<file path="src/rtl/char_reg.sv">
// char_reg: two-class binary character recogniser for one 8x8 image.
//
// The image and both class templates are parameters. After reset is released
// the block walks the 64 pixels, one per clock. For each class it counts the
// pixels where the image agrees with that class's template. One compare cycle
// follows, and then the decision is held until the next reset.
//
// Pixel i is bit i of each 64-bit parameter; row r is bits [8r+7:8r].
//
// Ports:
//   clk  - system clock, rising-edge active
//   rst  - asynchronous reset, active low (rst=0 clears all state)
//   ans  - registered decision: 1 = class 1, 0 = class 0 / tie / not decided
//
// All architectural state lives in the packed struct `r` (state, idx, score0,
// score1, ans), so a checker can bind to a single signal.
module char_reg #(
  parameter logic [63:0] IMAGE = 64'h1818_1838_1818_1818,
  parameter logic [63:0] TMPL0 = 64'h3C66_6666_6666_663C,
  parameter logic [63:0] TMPL1 = 64'h1818_1818_1818_1818,
  parameter int          NPIX  = 64
) (
  input  logic clk,
  input  logic rst,
  output logic ans
);

  typedef enum logic [1:0] {
    RUN  = 2'd0,
    CMP  = 2'd1,
    DONE = 2'd2
  } state_t;

  typedef struct packed {
    state_t      state;
    logic [5:0]  idx;
    logic [6:0]  score0;
    logic [6:0]  score1;
    logic        ans;
  } regs_t;

  regs_t r;
  regs_t r_nxt;

  logic match0;
  logic match1;

  // A pixel matches a template when both bits agree (XNOR).
  assign match0 = ~(IMAGE[r.idx] ^ TMPL0[r.idx]);
  assign match1 = ~(IMAGE[r.idx] ^ TMPL1[r.idx]);

  always_ff @(posedge clk or negedge rst) begin
    if (!rst) begin
      r.state  <= RUN;
      r.idx    <= 6'd0;
      r.score0 <= 7'd0;
      r.score1 <= 7'd0;
      r.ans    <= 1'b0;
    end else begin
      r <= r_nxt;
    end
  end

  always_comb begin
    r_nxt = r;
    case (r.state)
      RUN: begin
        r_nxt.score0 = r.score0 + {6'd0, match0};
        r_nxt.score1 = r.score1 + {6'd0, match1};
        // idx wraps to 0 after pixel 63; it is not used again until reset.
        r_nxt.idx    = r.idx + 6'd1;
        if (r.idx == 6'd63) begin
          r_nxt.state = CMP;
        end
      end
      CMP: begin
        // Strictly greater: a tie resolves to class 0.
        r_nxt.ans   = (r.score1 > r.score0);
        r_nxt.state = DONE;
      end
      DONE: begin
        r_nxt = r;
      end
      default: begin
        r_nxt.state = DONE;
      end
    endcase
  end

  assign ans = r.ans;

endmodule

</file>
<file path="config.mk">
export PLATFORM = sky130hd
export DESIGN_NAME = char_reg
export DESIGN_NICKNAME = d
export VERILOG_FILES = /design/src/rtl/char_reg.sv
export SDC_FILE = /design/constraint.sdc
export NUM_CORES = 1
export LEC_CHECK = 0
export CORE_ASPECT_RATIO = 1.25
export CORE_MARGIN = 1
export CORE_UTILIZATION = 46
export CTS_CLUSTER_SIZE = 30
export DETAILED_ROUTE_END_ITERATION = 10
export GPL_TIMING_DRIVEN = 0
export PLACE_DENSITY = 0.72
export SYNTH_ARGS = -nofsm -noshare
export SYNTH_HDL_FRONTEND = slang
export SYNTH_SLANG_ARGS = --single-unit
</file>
<file path="constraint.sdc">
create_clock -name clk -period 2.3 [get_ports clk]
set_input_delay 0.23 -clock clk [delete_from_list [all_inputs] [get_ports clk]]
set_output_delay 0.23 -clock clk [all_outputs]
set_load 0.01 [all_outputs]
</file>
### After elaboration in Yosys (flattened, before gate mapping)

Memories as Yosys holds them, arrays and structs flattened.
Cells that the tools add are included.

* register bits after elaboration: 23
* ROM bits: 192
* input bits: 2
* output and inout port bits: 1
* logic and storage cells: 29
* memories kept: 3

Memories
* (name not given): depth 64, width 1, read ports 1, clocked after memory_dff 0, wr ports 0, RTL line 50 `assign match1 = ~(IMAGE[r.idx] ^ TMPL1[r.idx]);`
* (name not given): depth 64, width 1, read ports 1, clocked after memory_dff 0, wr ports 0, RTL line 50
* (name not given): depth 64, width 1, read ports 1, clocked after memory_dff 0, wr ports 0, RTL line 49 `assign match0 = ~(IMAGE[r.idx] ^ TMPL0[r.idx]);`

* add/subtract/negate cells: 3
* $lt $le $gt $ge: 2
* equality and inequality tests: 4
* muxes and demuxes: 5
* bitwise operators: 5
* reduce and logical (&&, ||, !) cells: 2

Operators by type and width (number)
* 7-bit by 1-bit adder with 7-bit output: 2
* 7-bit greater-than comparator: 1
* 6-bit by 7-bit < comparator with 1-bit output, second input constant: 1
* 6-bit by 1-bit adder with 6-bit output, second input constant: 1
* 6-bit equality test, second input constant: 1
* 2-bit case mux with 2 select lines: 1
* 1-bit two-way mux: 3
* 1-bit NOT: 3
* 2-bit by 1-bit equality test with 1-bit output, second input constant: 1
* 2-bit equality test, second input constant: 1
* 2-bit zero test: 1
* 2-bit two-way mux: 1
* 2-bit != test, second input constant: 1
* 2-bit AND reduction: 1
* 1-bit bitwise XOR: 2

### Logic depth before layout (Yosys ltp)

Gate-level depths: netlist of the first run.

* depth in word-level cells: 5
* depth in mapped cells: 10
* depth with buffers taken out: 10

### Least setup slack after synthesis of the first run

Ideal clock, no wire load.

* path type: reg2reg
* start point: reg r[17] (netlist bit)
* end point: reg r[14] (netlist bit)
* library setup time: 0.123 ns
* arrival: 2.203 ns
* required time: 2.177 ns
* slack: -0.026 ns
* cell stages (with the launch flop): 11
* buffers on the path: 0
* period minus slack after synthesis: 2.326 ns
* path through: dfrtp_1 > ha_1 > nand3b_1 > o21ai_0 > a211oi_2 > xor2_1 > ha_1 > ha_1 > nand4_1 > or3_1 > xnor2_1

* word-level cells in the longest chain between the ends: 5
* elaborated cells between the ends (all ways): 7
* classes of those cells: add/sub: 1; mux: 2; bitwise: 2; memory: 2

Ends and longest elaborated chain
* start, declared: RTL line 42 `regs_t r;`
* start signal, assigned: RTL line 60 `r <= r_nxt;`
* memory read 64 x 1 bit (on tied branches)
* 1-bit two-way mux (on tied branches)
* 1-bit bitwise XOR *: RTL line 49
* 1-bit NOT *: RTL line 49
* 7-bit by 1-bit adder with 7-bit output *: RTL line 68 `r_nxt.score0 = r.score0 + {6'd0, match0};`

Mark *: on every way between the ends. The rest lies on a longest branch, timed or not. The select of a mux whose other input is x is not followed.
A chain may end at the register's enable or synchronous reset.

### Worst setup path in the final report of the first run

Same ends and word-level chain as after synthesis.

==> results.tsv, run 1 <==
stage	metric	value	unit
hold_path	worst hold path type	in2async	
routing	# DRC	0	
die	Starting Density	0.483	
timing	final worst-path setup slack	-0.0709	ns
job	max-cap violations	0	
die	die width	49.5	um
place	dpl hpwl	1670	um
power	leakage	0.663	nW
final_layout	utilization after layout	0.542	
final_layout	Ant. Diodes	0	
logic_synthesis	sequential fraction of the synthesis area	0.444	
power	Overall Power	0.600	mW
clocking	latest clock arrival within the worst-skew pair	0.31	ns
critical_path	worst reg2reg setup slack	-0.07	ns
global_route	first-pass GRT wire length	3980	um
timing	final hold violations	0	
logic_synthesis	synth unique cells	30	
logic_synthesis	Avg Synthesized Cell Area	10.4	um^2
final_layout	Final #Nets	151	
final_layout	Area Growth Syn to Fin	12.2	%
logic_synthesis	Synth Area in Compound Gates	0.0667	
run_status	failing checks	setup timing	
global_route	initial antenna violation count	0	
clocking	cts bufs inserted	3	
clocking	CTS tree	yes	
logic_synthesis	EDFF count, synth	0	
timing	clk_skew	0.00266	ns
place	GP Congestion	0.804	
logic_synthesis	synth warn	0	
global_route	total grt overflow	0	
final_layout	most common cell after layout, fill and taps aside	dfrtp_1	
power	P per Cell Area	413	nW/um^2
routing	Via density	5.51	
timing	Final Max Tran Viols	0	
logic_synthesis	largest family of logic cells by synthesized area	simple AND/OR/NAND/NOR gates	
global_route	vias in the first global route	928	
power	Max VDD drop	0.256	mV
die	IO Pins	3	
run_status	status	finished with violations	
timing	worst-margin pin slew	1.05	ns
final_layout	fill count	255	
logic_synthesis	ys async rst share	1.00	
logic_synthesis	Post-Syn Area	1290	um^2
die	die area	3030	um^2
logic_synthesis	Synth area leaders	dfrtp_1, ha_1, xnor2_1	
logic_synthesis	Post-Synth Simple-Gate Area	0.163	
place	port buffer count	2	
logic_synthesis	mux share of post-synthesis cell area	0.0174	
timing	RSZ-0062 raised after global routing	yes	
die	die height	61.3	um
die	Core Area	2680	um^2
die	row count	21	
final_layout	most frequent cells in the layout	dfrtp_1, xnor2_1, inv_1	
routing	DRT antenna net count	0	
logic_synthesis	Top FF cell, synth	dfrtp_1	
routing	initial drt markers	9	
critical_path	Crit path required time	2.51	ns
critical_path	Critical Path Sink Type	register	
clocking	H-tree Lvls	1	
routing	drt first pass iters	4	
routing	wire per inst	13.8	um
logic_synthesis	Post-Syn Nets	140	
critical_path	Crit Path Category	reg2reg	
critical_path	critical path peak fanout	3	
global_route	pin count of the biggest net entering global routing	24	
logic_synthesis	Post-Synth XOR/XNOR Area	0.121	
routing	detailed-route via count	925	
critical_path	crit path DAT	2.58	ns
logic_synthesis	Synth Area in Adders	0.135	
timing	Fmax	422	MHz
clocking	root buf cell	clkbuf_4	
clocking	CTS sink count	23	
logic_synthesis	top cell type's share of synthesized area	0.444	
critical_path	FF-to-FF path depth	10	
timing	final number of setup-violating endpoints	2	
timing	crit path time final	2.37	ns
timing	Slew headroom	0.296	
routing	DRT Wirelength	2320	um
logic_synthesis	Yosys top cell by area	dfrtp_1	
critical_path	critical path launch point type	register	
clocking	Clock Path Buffers	2	
logic_synthesis	Seq cells post-synth	23	
clocking	register clock-pin slew on the reported worst setup and hold paths	0.12	ns
timing	fin crit share	1.03	
global_route	Total GRT Usage	0.178	
logic_synthesis	Mapped Cells	124	
final_layout	share of post-route cells with drive strength above 1	0.187	
-- where the power goes --
group / switching [mW] / total (mW) / internal (mW) / leakage (nW)
clock: 0.119 / 0.187 / 0.0678 / 0.0150
combinational: 0.00778 / 0.00927 / 0.00149 / 0.363
sequential: 0 / 0.404 / 0.404 / 0.285
-- registers in the layout, indices dropped and copies added (netlist names) --
signal / cells
ans: 1
r: 22
-- path summary, 6_finish.rpt --
| kind | from | endpoint |
|---|---|---|
| min | rst | r[7] |
| max | r[17] | r[14] |
| min in group clk | r[14] | r[14] |
| max in group asynchronous | rst | r[17] |
| max reg2reg | r[17] | r[14] |
| min reg2reg | r[14] | r[14] |
-- stage by stage --
stage	setup TNS, ns	setup WS [ns]	area, um^2	hold WS (ns)	std cells
3_3_place_gp	-0.207	-0.160	1370	0.466	160
2_1_floorplan	0	0.00367	1310	-0.0656	124
6_report	-0.0725	-0.0709	1450	0.476	168
3_5_place_dp	-0.271	-0.193	1370	0.469	160
5_1_grt	-0.328	-0.222	1450	0.510	168
4_1_cts	-0.164	-0.119	1440	0.488	167
-- critical path, stage by stage (launching register included) --
cell      delay [ns]
dfrtp_2         0.43
ha_1            0.29
nand3b_1        0.10
o21ai_1         0.07
a211oi_2        0.21
xor2_1          0.20
ha_2            0.24
ha_4            0.13
nand4_1         0.11
or3_1           0.34
xnor2_1         0.13
-- per-layer routing --
layer / GRT usage / wire [um]
met1: 0.192 / 1020
met2: 0.356 / 1210
met3: 0.0222 / 51
met4: 0.0735 / 42
met5: 0 / 0
-- timing repair --
| action | in CTS | in global routing |
|---|---|---|
| hold buffers | 0 | 0 |
| pin swaps | 4 | 2 |
| endpoints found under the setup margin | 2 | 2 |
| resized for setup | 3 | 2 |
| setup buffers | 3 | 1 |
-- Yosys cell counts, types with 2 or more instances --
cell     count
dfrtp_1     23
xnor2_1     15
ha_1        14
inv_1       11
nand2_1      9
nand4_1      9
nand3_1      6
o21ai_0      5
and3_1       3
buf_2        3
nor2_1       3
nor2b_1      3
a21oi_1      2
mux2_2       2
-- cells by family after synthesis --
family,Yosys count
flip-flops,23
XOR/XNOR,17
adder cells (fa/ha/maj),14
AND/OR/NAND/NOR,39
multiplexers,2
AO/OA/AOI/OAI,13
buffers and inverters,16
-- cell type report --
type	count	area, um^2	area share
repair buffers	6	50.0	0.0345
well taps	34	42.5	0.0293
clock buffers	4	26.3	0.0181
flip-flops and latches	23	577	0.397
plain buffers	4	22.5	0.0155
inverters	12	45.0	0.0310
multi-input cells	85	689	0.475
Power figures use the tool's default switching activity.
==> inputs of run 2 (changes only) <==
--- a/config.mk
+++ b/config.mk
@@ -10,8 +10,9 @@
 export CORE_UTILIZATION = 46
 export CTS_CLUSTER_SIZE = 30
 export DETAILED_ROUTE_END_ITERATION = 10
-export GPL_TIMING_DRIVEN = 0
-export PLACE_DENSITY = 0.72
+export DONT_BUFFER_PORTS = 1
+export PLACE_DENSITY = 0.71
+export SLEW_MARGIN = 25
 export SYNTH_ARGS = -nofsm -noshare
 export SYNTH_HDL_FRONTEND = slang
 export SYNTH_SLANG_ARGS = --single-unit
==> results.tsv, run 2 (synthesis gave the netlist of run 1 again) <==
stage	metric	value	unit
run_status	status	finished with violations	
run_status	failing checks	setup timing	
die	Core Area	2680	um^2
timing	worst-margin pin slew	0.541	ns
global_route	total grt overflow	0	
final_layout	Biggest register	r	
die	die area	3030	um^2
timing	fin crit share	1.01	
place	port buffer count	0	
clocking	H-tree Lvls	1	
global_route	routing usage on met1	0.186	
power	leakage	0.666	nW
clocking	root buf cell	clkbuf_4	
routing	detailed-route via count	902	
die	row count	21	
global_route	Total GRT Usage	0.172	
routing	DRT antenna net count	0	
final_layout	Largest register FFs	22	
clocking	CTS tree	yes	
timing	Fmax	430	MHz
critical_path	Critical Path Sink Type	register	
routing	drt first pass iters	4	
die	IO Pins	3	
clocking	Clock Path Buffers	2	
final_layout	share of post-route cells with drive strength above 1	0.179	
global_route	pin count of the biggest net entering global routing	24	
power	P per Cell Area	410	nW/um^2
routing	wire per inst	13.1	um
critical_path	Crit Path Category	reg2reg	
die	die height	61.3	um
critical_path	Worst R2R End	r[14]	
timing	RSZ-0062 raised after global routing	yes	
timing	final number of setup-violating endpoints	2	
routing	initial drt markers	11	
clocking	CTS sink count	23	
global_route	first-pass GRT wire length	3880	um
routing	# DRC	0	
critical_path	Crit path required time	2.51	ns
global_route	met3 Track Usage GR	0.0247	
timing	Final Max Tran Viols	0	
final_layout	Area Growth Syn to Fin	12.7	%
timing	Slew headroom	0.639	
clocking	cts bufs inserted	3	
timing	clk_skew	0.00210	ns
global_route	met2 Resource Use GR	0.327	
critical_path	worst reg2reg setup slack	-0.03	ns
routing	DRT Wirelength	2200	um
power	Max VDD drop	0.315	mV
critical_path	crit path DAT	2.54	ns
final_layout	Final #Nets	151	
final_layout	area of the multi-input gates	694	um^2
hold_path	worst hold path type	in2async	
final_layout	most common cell after layout, fill and taps aside	dfrtp_1	
power	Overall Power	0.598	mW
timing	crit path time final	2.33	ns
global_route	vias in the first global route	932	
critical_path	critical path launch point type	register	
global_route	initial antenna violation count	0	
die	die width	49.5	um
place	GP Congestion	0.804	
place	dpl hpwl	1630	um
job	max-cap violations	0	
clocking	latest clock arrival within the worst-skew pair	0.30	ns
final_layout	fill count	250	
critical_path	critical path peak fanout	3	
routing	Via density	5.37	
final_layout	most frequent cells in the layout	dfrtp_1, xnor2_1, inv_1	
critical_path	FF-to-FF path depth	10	
critical_path	r2r startpoint	r[16]	
final_layout	Ant. Diodes	0	
clocking	register clock-pin slew on the reported worst setup and hold paths	0.12	ns
final_layout	Final Non-Filler Cells	168	
timing	final worst-path setup slack	-0.0280	ns
global_route	Top Usage Layer GRT	met2	
die	Starting Density	0.483	
final_layout	FF/Latch Area	576	um^2
timing	final hold violations	0	
place	DP Cell Count	161	
final_layout	Regs by FF count	r (22), ans (1)	
[run 2: what timing repair did]
action | 4_1_cts | 5_1_grt
hold buffers | 1 | 1
gates resized for setup | 3 | 0
setup buffers | 1 | 0
setup endpoints to repair | 2 | 3
hold endpoints to repair | 23 | 23
pin swaps | 4 | 2
[run 2: metal layers]
metal | up-vias | part of all wire
li1 | 447 | -
met1 | 442 | 0.44
met2 | 9 | 0.53
met3 | 4 | 0.020
met4 | 0 | 0.014
met5 | - | 0
[run 2: critical path, stage by stage (launching register included)]
cell      delay, ns
dfrtp_1        0.45
ha_4           0.29
nand3b_1       0.11
o21ai_1        0.09
a211oi_2       0.21
xor2_1         0.18
ha_2           0.23
ha_4           0.13
nand4_1        0.08
or3_1          0.35
xnor2_1        0.13
[run 2: how the worst max path moves through the flow]
| stage | start | to | slack, ns | cells after the start |
|---|---|---|---|---|
| after CTS | r[16] | r[14] | -0.04 | 10 |
| after global routing | r[16] | r[14] | -0.19 | 10 |
| after floorplan | r[17] | r[14] | 0.004 | 10 |
| final | r[16] | r[14] | -0.03 | 10 |
| after detailed placement | r[16] | r[14] | -0.06 | 10 |
| after global placement | r[16] | r[14] | -0.02 | 10 |
[run 2: power by group]
part	switching, mW	total, mW	internal [mW]
clock	0.117	0.184	0.0676
sequential	0	0.404	0.404
combinational	0.00776	0.00947	0.00171
total	0.124	0.598	0.474
[run 2: per-stage QoR]
| stage | hold slack (ns) | setup TNS, ns | setup WS, ns | util | instance area [um^2] |
|---|---|---|---|---|---|
| after floorplan | -0.0656 | 0 | 0.00367 | - | 1310 |
| after global placement | -0.0651 | -0.0204 | -0.0204 | 0.516 | 1380 |
| after detailed placement | -0.0651 | -0.0626 | -0.0626 | 0.516 | 1380 |
| after CTS | 0.492 | -0.0540 | -0.0406 | 0.542 | 1450 |
| after global routing | 0.437 | -0.324 | -0.191 | 0.544 | 1460 |
| final | 0.414 | -0.0308 | -0.0280 | 0.544 | 1460 |
[run 2: area by class of cell]
cell class                 count  share of cell area
multi-input combinational     85               0.476
tap                           34              0.0292
sequential                    23               0.395
clock buffer                   4              0.0180
timing repair buffer          10              0.0515
inverter                      12              0.0309
==> inputs of run 3 (changes only) <==
--- a/config.mk
+++ b/config.mk
@@ -8,7 +8,6 @@
 export CORE_ASPECT_RATIO = 1.25
 export CORE_MARGIN = 1
 export CORE_UTILIZATION = 46
-export CTS_CLUSTER_SIZE = 30
 export DETAILED_ROUTE_END_ITERATION = 10
 export DONT_BUFFER_PORTS = 1
 export PLACE_DENSITY = 0.71
==> results of run 3 <==
Final layout, timing and power as in run 2 (identical DEF).
